File: config.mk
export PLATFORM = sky130hd
export DESIGN_NAME = counter_sweep_arbiter_flat
export DESIGN_NICKNAME = d
export VERILOG_FILES = /design/src/rtl/counter_sweep_arbiter_if.sv /design/src/rtl/counter_sweep_arbiter.sv /design/src/flat_wrapper.sv
export SDC_FILE = /design/constraint.sdc
export NUM_CORES = 1
export LEC_CHECK = 0
export BUFFER_PORTS_ARGS = -buffer_cell sky130_fd_sc_hd__buf_2
export CAP_MARGIN = 20
export CORE_MARGIN = 2
export CORE_UTILIZATION = 47
export CTS_BUF_LIST = sky130_fd_sc_hd__clkbuf_4
export CTS_CLUSTER_SIZE = 20
export DETAILED_ROUTE_END_ITERATION = 8
export PLACE_DENSITY_LB_ADDON = 0.2
export SYNTH_ARGS = -nofsm -noshare
export SYNTH_HDL_FRONTEND = slang
export SYNTH_SLANG_ARGS = --single-unit
File: constraint.sdc
create_clock -name clk -period 5 [get_ports clk]
set_clock_uncertainty 0.15 [all_clocks]
set_input_delay 0.25 -clock clk [delete_from_list [all_inputs] [get_ports clk]]
set_output_delay 0.25 -clock clk [all_outputs]
set_load 0.05 [all_outputs]
File: src/rtl/counter_sweep_arbiter_if.sv
// Request-side bundle for counter_sweep_arbiter.
// The master side is software-facing request logic; the slave side is the arbiter.
interface counter_sweep_arbiter_if #(
    parameter int LEN_W = 6
);
    logic [1:0]         req;
    logic [15:0]        req_start;
    logic [2*LEN_W-1:0] req_len;
    logic [1:0]         req_dir;
    logic [1:0]         gnt;
    logic [1:0]         done;
    logic               err;
    logic               busy;

    modport master (
        output req, req_start, req_len, req_dir,
        input  gnt, done, err, busy
    );

    modport slave (
        input  req, req_start, req_len, req_dir,
        output gnt, done, err, busy
    );
endinterface

File: src/rtl/counter_sweep_arbiter.sv
// Round-robin sweep sequencer for the 10..40 wrapping up/down counter.
// Optional macro SWEEP_COUNT_CHECK_EN adds the count-mismatch checker.
module counter_sweep_arbiter #(
    parameter int LEN_W = 6
) (
    input  logic                    clk,
    input  logic                    rst,
    counter_sweep_arbiter_if.slave  bus,
    output logic                    cnt_load,
    output logic                    cnt_u_d,
    output logic [7:0]              cnt_data,
    input  logic [7:0]              cnt_count,
    output logic                    chk_err
);

    typedef enum logic [2:0] {
        IDLE = 3'd0,
        LOAD = 3'd1,
        RUN  = 3'd2,
        DONE = 3'd3,
        REJ  = 3'd4
    } state_t;

    state_t           state;
    state_t           state_nx;
    logic             last;
    logic             gidx;
    logic             dir_q;
    logic [7:0]       start_q;
    logic [7:0]       exp_q;
    logic [LEN_W-1:0] steps;

    logic             win;
    logic [7:0]       win_start;
    logic [LEN_W-1:0] win_len;
    logic             win_ok;
    logic [1:0]       g_oh;

    // The requester that was not granted last wins a tie.
    always_comb begin
        win       = (bus.req == 2'b11) ? ~last : bus.req[1];
        win_start = win ? bus.req_start[15:8] : bus.req_start[7:0];
        win_len   = win ? bus.req_len[2*LEN_W-1:LEN_W]
                        : bus.req_len[LEN_W-1:0];
        win_ok    = (win_start >= 8'd10) && (win_start <= 8'd40);
        g_oh      = gidx ? 2'b10 : 2'b01;
    end

    always_ff @(posedge clk) begin
        if (!rst) state <= IDLE;
        else      state <= state_nx;
    end

    always_comb begin
        state_nx = state;
        unique case (state)
            IDLE: if (|bus.req) state_nx = win_ok ? LOAD : REJ;
            LOAD: state_nx = (steps == '0) ? DONE : RUN;
            RUN:  if (steps == LEN_W'(1)) state_nx = DONE;
            DONE: state_nx = IDLE;
            REJ:  state_nx = IDLE;
            default: state_nx = IDLE;
        endcase
    end

    always_ff @(posedge clk) begin
        if (!rst) begin
            last    <= 1'b1;
            gidx    <= 1'b0;
            dir_q   <= 1'b0;
            start_q <= 8'd10;
            exp_q   <= 8'd10;
            steps   <= '0;
        end else begin
            unique case (state)
                IDLE: if (|bus.req) begin
                    gidx    <= win;
                    start_q <= win_start;
                    steps   <= win_len;
                    dir_q   <= bus.req_dir[win];
                end
                LOAD: exp_q <= start_q;
                RUN: begin
                    steps <= steps - 1'b1;
                    if (dir_q)
                        exp_q <= (exp_q >= 8'd40) ? 8'd10 : exp_q + 8'd1;
                    else
                        exp_q <= (exp_q <= 8'd10) ? 8'd40 : exp_q - 8'd1;
                end
                DONE: last <= gidx;
                REJ:  last <= gidx;
                default: ;
            endcase
        end
    end

    // Outside RUN the counter is continuously reloaded, so it holds exp.
    always_comb begin
        bus.gnt  = 2'b00;
        bus.done = 2'b00;
        bus.err  = 1'b0;
        bus.busy = (state != IDLE);
        cnt_load = 1'b1;
        cnt_u_d  = 1'b0;
        cnt_data = exp_q;
        unique case (state)
            IDLE: ;
            LOAD: begin
                bus.gnt  = g_oh;
                cnt_data = start_q;
            end
            RUN: begin
                bus.gnt  = g_oh;
                cnt_load = 1'b0;
                cnt_u_d  = dir_q;
            end
            DONE: begin
                bus.gnt  = g_oh;
                bus.done = g_oh;
            end
            REJ: begin
                bus.gnt  = g_oh;
                bus.done = g_oh;
                bus.err  = 1'b1;
            end
            default: ;
        endcase
    end

`ifdef SWEEP_COUNT_CHECK_EN
    always_ff @(posedge clk) begin
        if (!rst)
            chk_err <= 1'b0;
        else if ((state == RUN || state == DONE) && cnt_count != exp_q)
            chk_err <= 1'b1;
    end
`else
    logic unused_count;
    assign unused_count = ^cnt_count;
    assign chk_err      = 1'b0;
`endif

endmodule
File: src/flat_wrapper.sv
// flat-port wrapper written by rule: the top's interface ports become plain ports
module counter_sweep_arbiter_flat 
#(
    parameter int LEN_W = 6
)
  (clk, rst, cnt_load, cnt_u_d, cnt_data, cnt_count, chk_err, bus_req, bus_req_start, bus_req_len, bus_req_dir, bus_gnt, bus_done, bus_err, bus_busy);
  counter_sweep_arbiter_if #(.LEN_W(LEN_W)) bus_i ();
  input  logic clk;
  input  logic rst;
  output logic cnt_load;
  output logic cnt_u_d;
  output logic [7:0] cnt_data;
  input  logic [7:0] cnt_count;
  output logic chk_err;
  input wire logic [$bits(bus_i.req)-1:0] bus_req;
  input wire logic [$bits(bus_i.req_start)-1:0] bus_req_start;
  input wire logic [$bits(bus_i.req_len)-1:0] bus_req_len;
  input wire logic [$bits(bus_i.req_dir)-1:0] bus_req_dir;
  output wire logic [$bits(bus_i.gnt)-1:0] bus_gnt;
  output wire logic [$bits(bus_i.done)-1:0] bus_done;
  output wire logic [$bits(bus_i.err)-1:0] bus_err;
  output wire logic [$bits(bus_i.busy)-1:0] bus_busy;
  assign bus_i.req = bus_req;
  assign bus_i.req_start = bus_req_start;
  assign bus_i.req_len = bus_req_len;
  assign bus_i.req_dir = bus_req_dir;
  assign bus_gnt = bus_i.gnt;
  assign bus_done = bus_i.done;
  assign bus_err = bus_i.err;
  assign bus_busy = bus_i.busy;
  counter_sweep_arbiter #(.LEN_W(LEN_W)) u_core (.clk(clk), .rst(rst), .bus(bus_i), .cnt_load(cnt_load), .cnt_u_d(cnt_u_d), .cnt_data(cnt_data), .cnt_count(cnt_count), .chk_err(chk_err));
endmodule
* Yosys cells after proc, flatten, opt, wreduce, memory -nomap -nowiden
Cells that the tools add are included.
Widths: inputs -> output; s select.
** Operators by class
- Bitwise operators :: 1
- Reduce and logical (&&, ||, !) cells :: 12
- Eq/ne operators :: 8
- Magnitude comparators :: 5
- Mux-type cells :: 23
- $add $sub $neg :: 3
** Operator list (number)
- $mux 8 :: 5
- $pmux 8 s2 :: 1
- $mux 6 :: 2
- $pmux 6 s2 :: 1
- $mux 3 :: 3
- $pmux 3 s3 :: 1
- $add 8x1->8 const B :: 1
- $ge 8x4->1 const B :: 1
- $ge 8x6->1 const B :: 1
- $le 8x4->1 const B :: 1
- $le 8x6->1 const B :: 1
- $sub 8x1->8 const B :: 1
- $mux 1 :: 7
- $eq 3x2->1 const B :: 2
- $eq 6x1->1 const B :: 1
- $logic_not 6->1 :: 1
- $mux 2 :: 3
- $reduce_and 2->1 :: 3
- $sub 6x1->6 const B :: 1
- $ne 2x1->1 const B :: 2
- $reduce_bool 2->1 :: 2
- $reduce_or 2->1 :: 2
- $reduce_or 4->1 :: 1
- $eq 3x1->1 const B :: 1
- other kinds (7) :: 7
** Storage, ports and cells
- Bits in registers :: 28
- Input bits :: 42
- Word-level logic and storage cells :: 59

* Longest topological paths before layout
Gate-level depths: netlist of the first run.
- Word-level depth :: 8
- Mapped depth :: 7

* Worst setup path before layout of the first run
OpenSTA, ideal clock, no wires.
- Kind :: flip-flop to output port
- Start :: register u_core.state[0]
- End :: output port bus_done[1]
- Path buffers :: 1
- Stages on the path, launching flop included :: 5
- Data arrival time :: 2.668 ns
- Path slack :: 1.932 ns
- Required time :: 4.600 ns
- Path through :: dfxtp_1 > clkbuf_1 > nor3b_1 > a21oi_1 > nor2b_1
** On the way
- Longest elaborated chain between the ends :: 3
- Elaborated cells on any way between the ends :: 4
- Classes of those cells :: 2 x eq/ne; 1 x mux; 1 x reduce/logical
** Ends and longest elaborated chain
- from (decl) :: RTL line counter_sweep_arbiter.sv:24 : state_t state;
- from (signal assigned) :: RTL line counter_sweep_arbiter.sv:51 : else state <= state_nx;
- $eq 3x2->1 / $eq 3x3->1 (equally long branches) :: RTL line counter_sweep_arbiter.sv:106 : unique case (state)
- $reduce_or 2->1 (no line) (*)
- $mux 2 (*) :: RTL line counter_sweep_arbiter.sv:106
- to (decl) :: RTL line flat_wrapper.sv:20 : output wire logic [$bits(bus_i.done)-1:0] bus_done;
Every way passes the cells marked *; elsewhere a longest branch is shown, timed or not.

* Worst setup path in the final report of the first run
- Start :: register u_core.state[0]
- End :: output port cnt_data[7]
** On the way
- Longest elaborated chain between the ends :: 2
** Ends and longest elaborated chain
- $eq 3x1->1 :: RTL line counter_sweep_arbiter.sv:106
- $mux 8 :: RTL line counter_sweep_arbiter.sv:106
- to (decl) :: RTL line flat_wrapper.sv:12 : output logic [7:0] cnt_data;
Every way passes these cells.

==> metrics.md, run 1 <==
| Metric | Value |
|---|---|
| Cell area after synthesis | between 0.0015 and 0.002 mm2 |
| CP delay by family, top | simple AND/OR/NAND/NOR gates |
| FF/Latch Area | 560.5 um2 |
| Largest fanout on the critical path | 15 |
| Critical path's slowest cell | nor3b_2 |
| Leak | about 0.94 nW |
| First-pass GRT wire length | 7.659 mm |
| Initial antenna violation count | 0 |
| Total Routed Length | about 4.6 mm |
| # H-tree levels | 1 |
| Vias in the first global route | 1706 |
| Worst setup SP type | flip-flop |
| RSZ-0062 raised after global routing | no |
| CP required | between 4 and 5 ns |
| Area Growth Syn to Fin | 13.32% |
| Clk sink count | 28 |
| Hold Path Class | primary input to flip-flop |
| Syn_area_per_cell | approximately 7.9 um2 |
| Slew Limit Fails | 0 |
| WL/cell | 13.96 um |
| Die area | 0.004625 mm2 |
| Met3 Usage GRT | 2.467% |
| Post-synthesis adder-cell area fraction | 3.249% |
| Sequential fraction of the synthesis area | 29.11% |
| Top Usage Layer GRT | met2 |
| Synth Instances | roughly 250 |
| Pwr dens | ~350 mW/mm2 |
| Setup-failing EPs final | 0 |
| CP max stage delay | 0.84 ns |
| Status | complete, no violations |
| Data arrival, critical path | 2.42 ns |
| Main combinational cell family by area after synthesis | compound AO/OA/AOI/OAI gates |
| I/O pin cnt | between 50 and 60 |
| Post-route ant nets | 0 |
| FP Rows | 23 |
| Synth Area in XOR/XNOR | about 2.3% |
| Min Tclk post-route | 2.822 ns |
| Synthesized flop and latch total | 28 |
| DRC | 0 |
| Worst VDD drop | approximately 160 uV |
| Buf+Inv Stages, Crit Path | 1 |
| Actual slew at the worst max-slew pin | roughly 0.94 ns |
| Syn nets | between 200 and 300 |
| TritonCTS Buffers | 3 |
| Routed vias/inst | roughly 5.7 |
| Synth warn | 0 |
| Gp weighted congestion | roughly 0.9 |
| Slew Limit Headroom | roughly 37% |
| Root buf cell | clkbuf_4 |
| Total grt overflow | 0 |
| Crit. End Element | output port |
| Simple-gate portion of the synthesized area | 21.64% |
| Hold buffer count at cts | 0 |
| Met1 Resource Use GR | 28.00% |
| Clock-pin slew on the worst setup and hold paths | 0.15 ns |
| Layout filler cell count | slightly above 400 |
| Final Core Density | a little over half |
| Crit Path Class | flip-flop to output port |
| Layout Nets | 331 |
| GR Util All Layers | 21.24% |
| Post-CTS setup repair buffer count | 0 |
| Mux contribution to synthesized area | 9.552% |
| Area of the multi-input gates | 0.001231 mm2 |
| CTS tree | yes |
| Clock buffer depth | 2 |
| Chip width | 68.01 um |
| Clk_lat worst skew | 0.33 ns |
| Fmax | 0.3543 GHz |
| Share of cells above drive strength 1 | 22.61% |
| Fin. Hold Viols | 0 |
| Final Cycle Share | 56.45% |
| Pre-Repair DR Iteration Count | 4 |
| Antenna diode count | 0 |
| Initial Util | between 40 and 50% |
| Max-capacitance violation count | 0 |
| Die Ht | 68.01 um |
| Ys flop type | dfxtp_1 |
| Compound-gate portion of the synthesized area | between 20% and 30% |
| Largest net degree at the start of global routing | 23 |
| Final TNS setup | 0 ns |
| Core area | 0.003971 mm2 |
| Vias after detailed routing | about 1900 |
| GR Layer Usage met2 | between 30% and 40% |
| Dpl hpwl | 3.460 mm |
| Number of synthesized flops with an enable pin | 0 |
| DRT iter0 DRCs | 142 |
| Resized cells post-CTS | 0 |
| Port Buffers | between 40 and 50 |
| Crit path cell chain | nor3b_2, mux2_2, buf_2 |
| Count of cell types in the netlist | between 50 and 60 |
| Async SR Flop Fraction | 0% |
==> final timing paths <==
kind / from / endpoint / slack [ns] / depth (start not counted)
hold reg to reg: u_core.start_q[1] / u_core.start_q[1] / 0.35 / 2
setup / recovery: u_core.state[0] / cnt_data[7] / 2.18 / 3
setup reg to reg: u_core.last / u_core.state[0] / 2.57 / 5
hold / removal: rst / u_core.last / 0.05 / 2
==> power by group <==
group | switching [mW] | leakage (nW) | internal (mW)
registers | 0.0487 | 0.230 | 0.261
logic | 0.233 | 0.690 | 0.125
clock network | 0.0680 | 0.0154 | 0.0293
total | 0.349 | 0.936 | 0.415
==> through the flow <==
step                      cells  hold WS, ns  cell area, um2  power, mW  setup WS (ns)
after global placement      329       0.3213            2156     0.6666          2.534
after floorplan             245       0.3050            1926     0.5937          1.932
after global routing        333      0.07136            2182     0.8176          1.995
after detailed placement    329       0.3289            2156     0.6712          2.550
final                       333      0.04588            2182     0.7642          2.178
after CTS                   333      0.03635            2182     0.7689          2.144
==> placed cells by master (no fill, tap or decap), types with 5 or more instances in the layout <==
master / count
a211oi_1: 7
a21oi_1: 16
a31oi_1: 7
buf_2: 49
dfxtp_1: 28
ha_1: 5
inv_1: 10
mux2i_1: 15
nand2_1: 16
nor2_1: 32
nor3_1: 7
o211ai_1: 5
o21ai_0: 19
==> flip-flops by register name, summed over array words and instances (netlist names) <==
register	cells
u_core.state	3
u_core.start_q	8
u_core.steps	6
u_core.dir_q	1
u_core.last	1
u_core.exp_q	8
u_core.gidx	1
==> synth_stat cells (2+ instances only) <==
master / n / area [um2]
nor2_1: 32 / 120.1
dfxtp_1: 28 / 560.5
o21ai_0: 19 / 95.09
a21oi_1: 16 / 80.08
nand2_1: 16 / 60.06
mux2i_1: 15 / 150.1
inv_1: 10 / 37.54
clkbuf_1: 8 / 30.03
a211oi_1: 7 / 52.55
a31oi_1: 7 / 43.79
nor3_1: 7 / 35.03
buf_2: 5 / 25.02
ha_1: 5 / 62.56
o211ai_1: 5 / 37.54
nor2b_1: 4 / 25.02
nor4_1: 4 / 25.02
or4_1: 4 / 30.03
and3_1: 3 / 18.77
mux2_2: 3 / 33.78
nand3_1: 3 / 15.01
xnor2_1: 3 / 26.28
a22oi_1: 2 / 15.01
buf_4: 2 / 15.01
buf_6: 2 / 22.52
nand2b_1: 2 / 12.51
nor3b_1: 2 / 15.01
nor3b_2: 2 / 25.02
o22ai_1: 2 / 12.51
o32a_1: 2 / 20.02
xor2_1: 2 / 17.52
==> per-layer routing <==
metal  part of all wire, %  routed length [um]
met1                    47                2186
met2                    48                2209
met3                   5.0                 234
met4                  0.41                  19
met5                     0                   0
==> cell families (layout without fill, tap and decap cells) <==
family                     Yosys count  in the layout
xor gates and xnor gates             5              5
muxes                               18             18
DFF                                 28             28
other                                1              1
adders and majority gates            5              5
AOI/OAI and AO/OA                   77             77
buffers and inverters               28             66
and+or+nand+nor                     83             83
==> area by class of cell <==
| type | count | share of cell area [%] |
|---|---|---|
| multi-input combinational | 189 | 56.42 |
| inverter | 11 | 1.892 |
| sequential | 28 | 25.69 |
| clock buffer | 3 | 1.032 |
| tap | 50 | 2.867 |
| clock inverter | 1 | 0.1720 |
| timing repair buffer | 51 | 11.93 |
No activity file was read; power rests on OpenSTA's default activity.
==> run 2: changes to the inputs <==
- clock period: 5 -> 2.8 ns (I/O delays scaled with it)
==> run 2 against run 1 <==
Against the previous run: sequential share of layout area shrank 0.70 points; critical endpoint is now u_core.state[0]; highest routed layer unchanged; worst hold slack got worse by 0.042 ns; via count grew 1.8%; largest power group unchanged; clock power increased by 74%.
==> metrics.md, run 2 (synthesis gave the netlist of run 1 again) <==
| Metric | Value |
|---|---|
| RSZ-0062 raised after global routing | no (unchanged) |
| Port Buffers | 49 (unchanged) |
| Total Routed Length | 4.819 mm (was 4.649 mm) |
| Initial Util | 48.49% (unchanged) |
| Layout Nets | 338 (was 331) |
| Core area | 0.003971 mm2 (unchanged) |
| Routed vias/inst | 5.696 (was 5.697) |
| CP required | 2.90 ns (was 4.60 ns) |
| Worst VDD drop | 370.7 uV (was 155.6 uV) |
| Dpl hpwl | 3.638 mm (was 3.460 mm) |
| WL/cell | 14.22 um (was 13.96 um) |
| Share of cells above drive strength 1 | 23.88% (was 22.61%) |
| FF/Latch Area | 560.5 um2 (unchanged) |
| Most frequent cells in the layout | buf_2 (49), nor2_1 (32), dfxtp_1 (28) (unchanged) |
| Hold Path Class | primary input to flip-flop (unchanged) |
| Slew Limit Headroom | 45.67% (was 36.90%) |
| CTS tree | yes (unchanged) |
| Layout filler cell count | 405 (was 413) |
| Final TNS setup | 0 ns (unchanged) |
| Clock-pin slew on the worst setup and hold paths | 0.15 ns (about the same) |
| Clk sink count | 28 (unchanged) |
| R2R Path Start | u_core.last (unchanged) |
| Final Cycle Share | 84.87% |
| Post-route ant nets | 0 (unchanged) |
| Antenna diode count | 0 (unchanged) |
| Vias in the first global route | 1697 (was 1706) |
| Area of the multi-input gates | 0.001236 mm2 (was 0.001231 mm2) |
| Clk_lat worst skew | 0.33 ns (about the same) |
| DRT iter0 DRCs | 151 (was 142) |
| Resized cells post-CTS | 0 (unchanged) |
| Clock buffer depth | 2 (unchanged) |
| Vias after detailed routing | 1931 (was 1897) |
| Total grt overflow | 0 (unchanged) |
| Largest net degree at the start of global routing | 23 (unchanged) |
| Setup-failing EPs final | 0 (unchanged) |
| Root buf cell | clkbuf_4 (unchanged) |
| Pwr dens | 614.0 mW/mm2 (was 350.2 mW/mm2) |
| Worst reg2reg endpoint | u_core.state[0] (unchanged) |
| Worst hold slack | 0.003430 ns (was 0.04588 ns) |
| Worst setup SP type | flip-flop (unchanged) |
| Fin. Hold Viols | 0 (unchanged) |
| Max-capacitance violation count | 0 (unchanged) |
| Crit Path Class | flip-flop to flip-flop (was flip-flop to output port) |
| Status | complete, no violations (unchanged) |
| GR Util All Layers | 22.40% (was 21.24%) |
| Area Growth Syn to Fin | 16.50% (was 13.32%) |
| TritonCTS Buffers | 3 (unchanged) |
| FP Rows | 23 (unchanged) |
| Post-CTS setup repair buffer count | 0 (unchanged) |
| Initial antenna violation count | 0 (unchanged) |
| # H-tree levels | 1 (unchanged) |
| R2R setup slack | 0.42 ns (was 2.57 ns) |
| Commonest non-fill, non-tap cell in the layout | buf_2 (unchanged) |
| Worst Hold Depth | 3 (was 2) |
| Slew Limit Fails | 0 (unchanged) |
| Actual slew at the worst max-slew pin | 0.8129 ns (was 0.9424 ns) |
| Hold EP | u_core.dir_q (was u_core.last) |
| Min Tclk post-route | approximately 2.4 ns |
| I/O pin cnt | 59 (unchanged) |
| Die area | 0.004625 mm2 (unchanged) |
| Data arrival, critical path | 2.48 ns (was 2.42 ns) |
| First-pass GRT wire length | 7.962 mm (was 7.659 mm) |
| Chip width | 68.01 um (unchanged) |
| Largest regs | u_core.exp_q x8, u_core.start_q x8, u_core.steps x6 (unchanged) |
| Gp weighted congestion | 0.8688 (was 0.8991) |
| Pre-Repair DR Iteration Count | 4 (unchanged) |
| R2R cell count | 5 (unchanged) |
| Largest fanout on the critical path | 22 (was 15) |
| Final Core Density | 56.49% (was 54.95%) |
| DRC | 0 (unchanged) |
| Fmax | 0.4208 GHz |
| Leak | 0.9716 nW (was 0.9361 nW) |
| Die Ht | 68.01 um (unchanged) |
| Critical hold path startpoint | bus_req_dir[1] (was rst) |
| Crit. End Element | flip-flop (was output port) |
==> run 2: changes by cell type in the layout (fill, tap and decap cells not counted), sizes merged <==
cell	change
buf	+4
dlygate4sd3	+3
clkinv	-1
==> run 2: layer usage <==
layer  vias to the layer above  global-route usage [%]  part of all wire [%]
li1                        986                       -                     -
met1                       887                   32.02                    46
met2                        56                   35.92                    48
met3                         2                   3.947                   5.1
met4                         0                   3.250                  0.44
met5                         -                       0                     0
==> run 2: layout make-up <==
class,count,share of cell area [%]
Tap cell,50,2.789
Timing Repair Buffer,58,14.28
Sequential cell,28,24.99
Multi-Input combinational cell,189,55.10
Inverter,11,1.840
Clock buffer,3,1.004
==> run 2: worst max-delay path by stage <==
stage / from / end / depth (start not counted)
5_1_grt: u_core.last / u_core.state[0] / 5
3_3_place_gp: u_core.last / u_core.state[0] / 5
4_1_cts: u_core.last / u_core.state[0] / 5
2_1_floorplan: u_core.state[0] / bus_done[1] / 4
6_report: u_core.last / u_core.state[0] / 5
3_5_place_dp: u_core.last / u_core.state[0] / 5
==> run 2: power by group <==
group	switching [mW]	total (mW)	internal (mW)	leakage [nW]
clock network	0.119	0.169	0.0505	0.0138
registers	0.0898	0.555	0.466	0.230
logic	0.418	0.653	0.234	0.727
total	0.627	1.38	0.750	0.972
==> run 2: through the flow <==
stage	power, mW	cells	cell area [um2]	setup WS, ns
5_1_grt	1.477	339	2243	0.2675
4_1_cts	1.378	338	2233	0.4304
3_5_place_dp	1.213	333	2191	0.4671
2_1_floorplan	1.062	245	1931	0.4006
3_3_place_gp	1.203	333	2191	0.5210
6_report	1.378	339	2243	0.4235
==> run 2: what timing repair did <==
item                                    4_1_cts  5_1_grt
hold buffers                                  2        1
hold endpoints to repair                      5        1
endpoints found under the setup margin        0        0
==> run 2: critical path, cell delays in order (launching register included) <==
cell and delay, ns:
dfxtp_1 0.37, a21boi_4 0.66, mux2i_1 0.28, o2111a_1 0.21, or4_1 0.50, o32ai_1 0.13
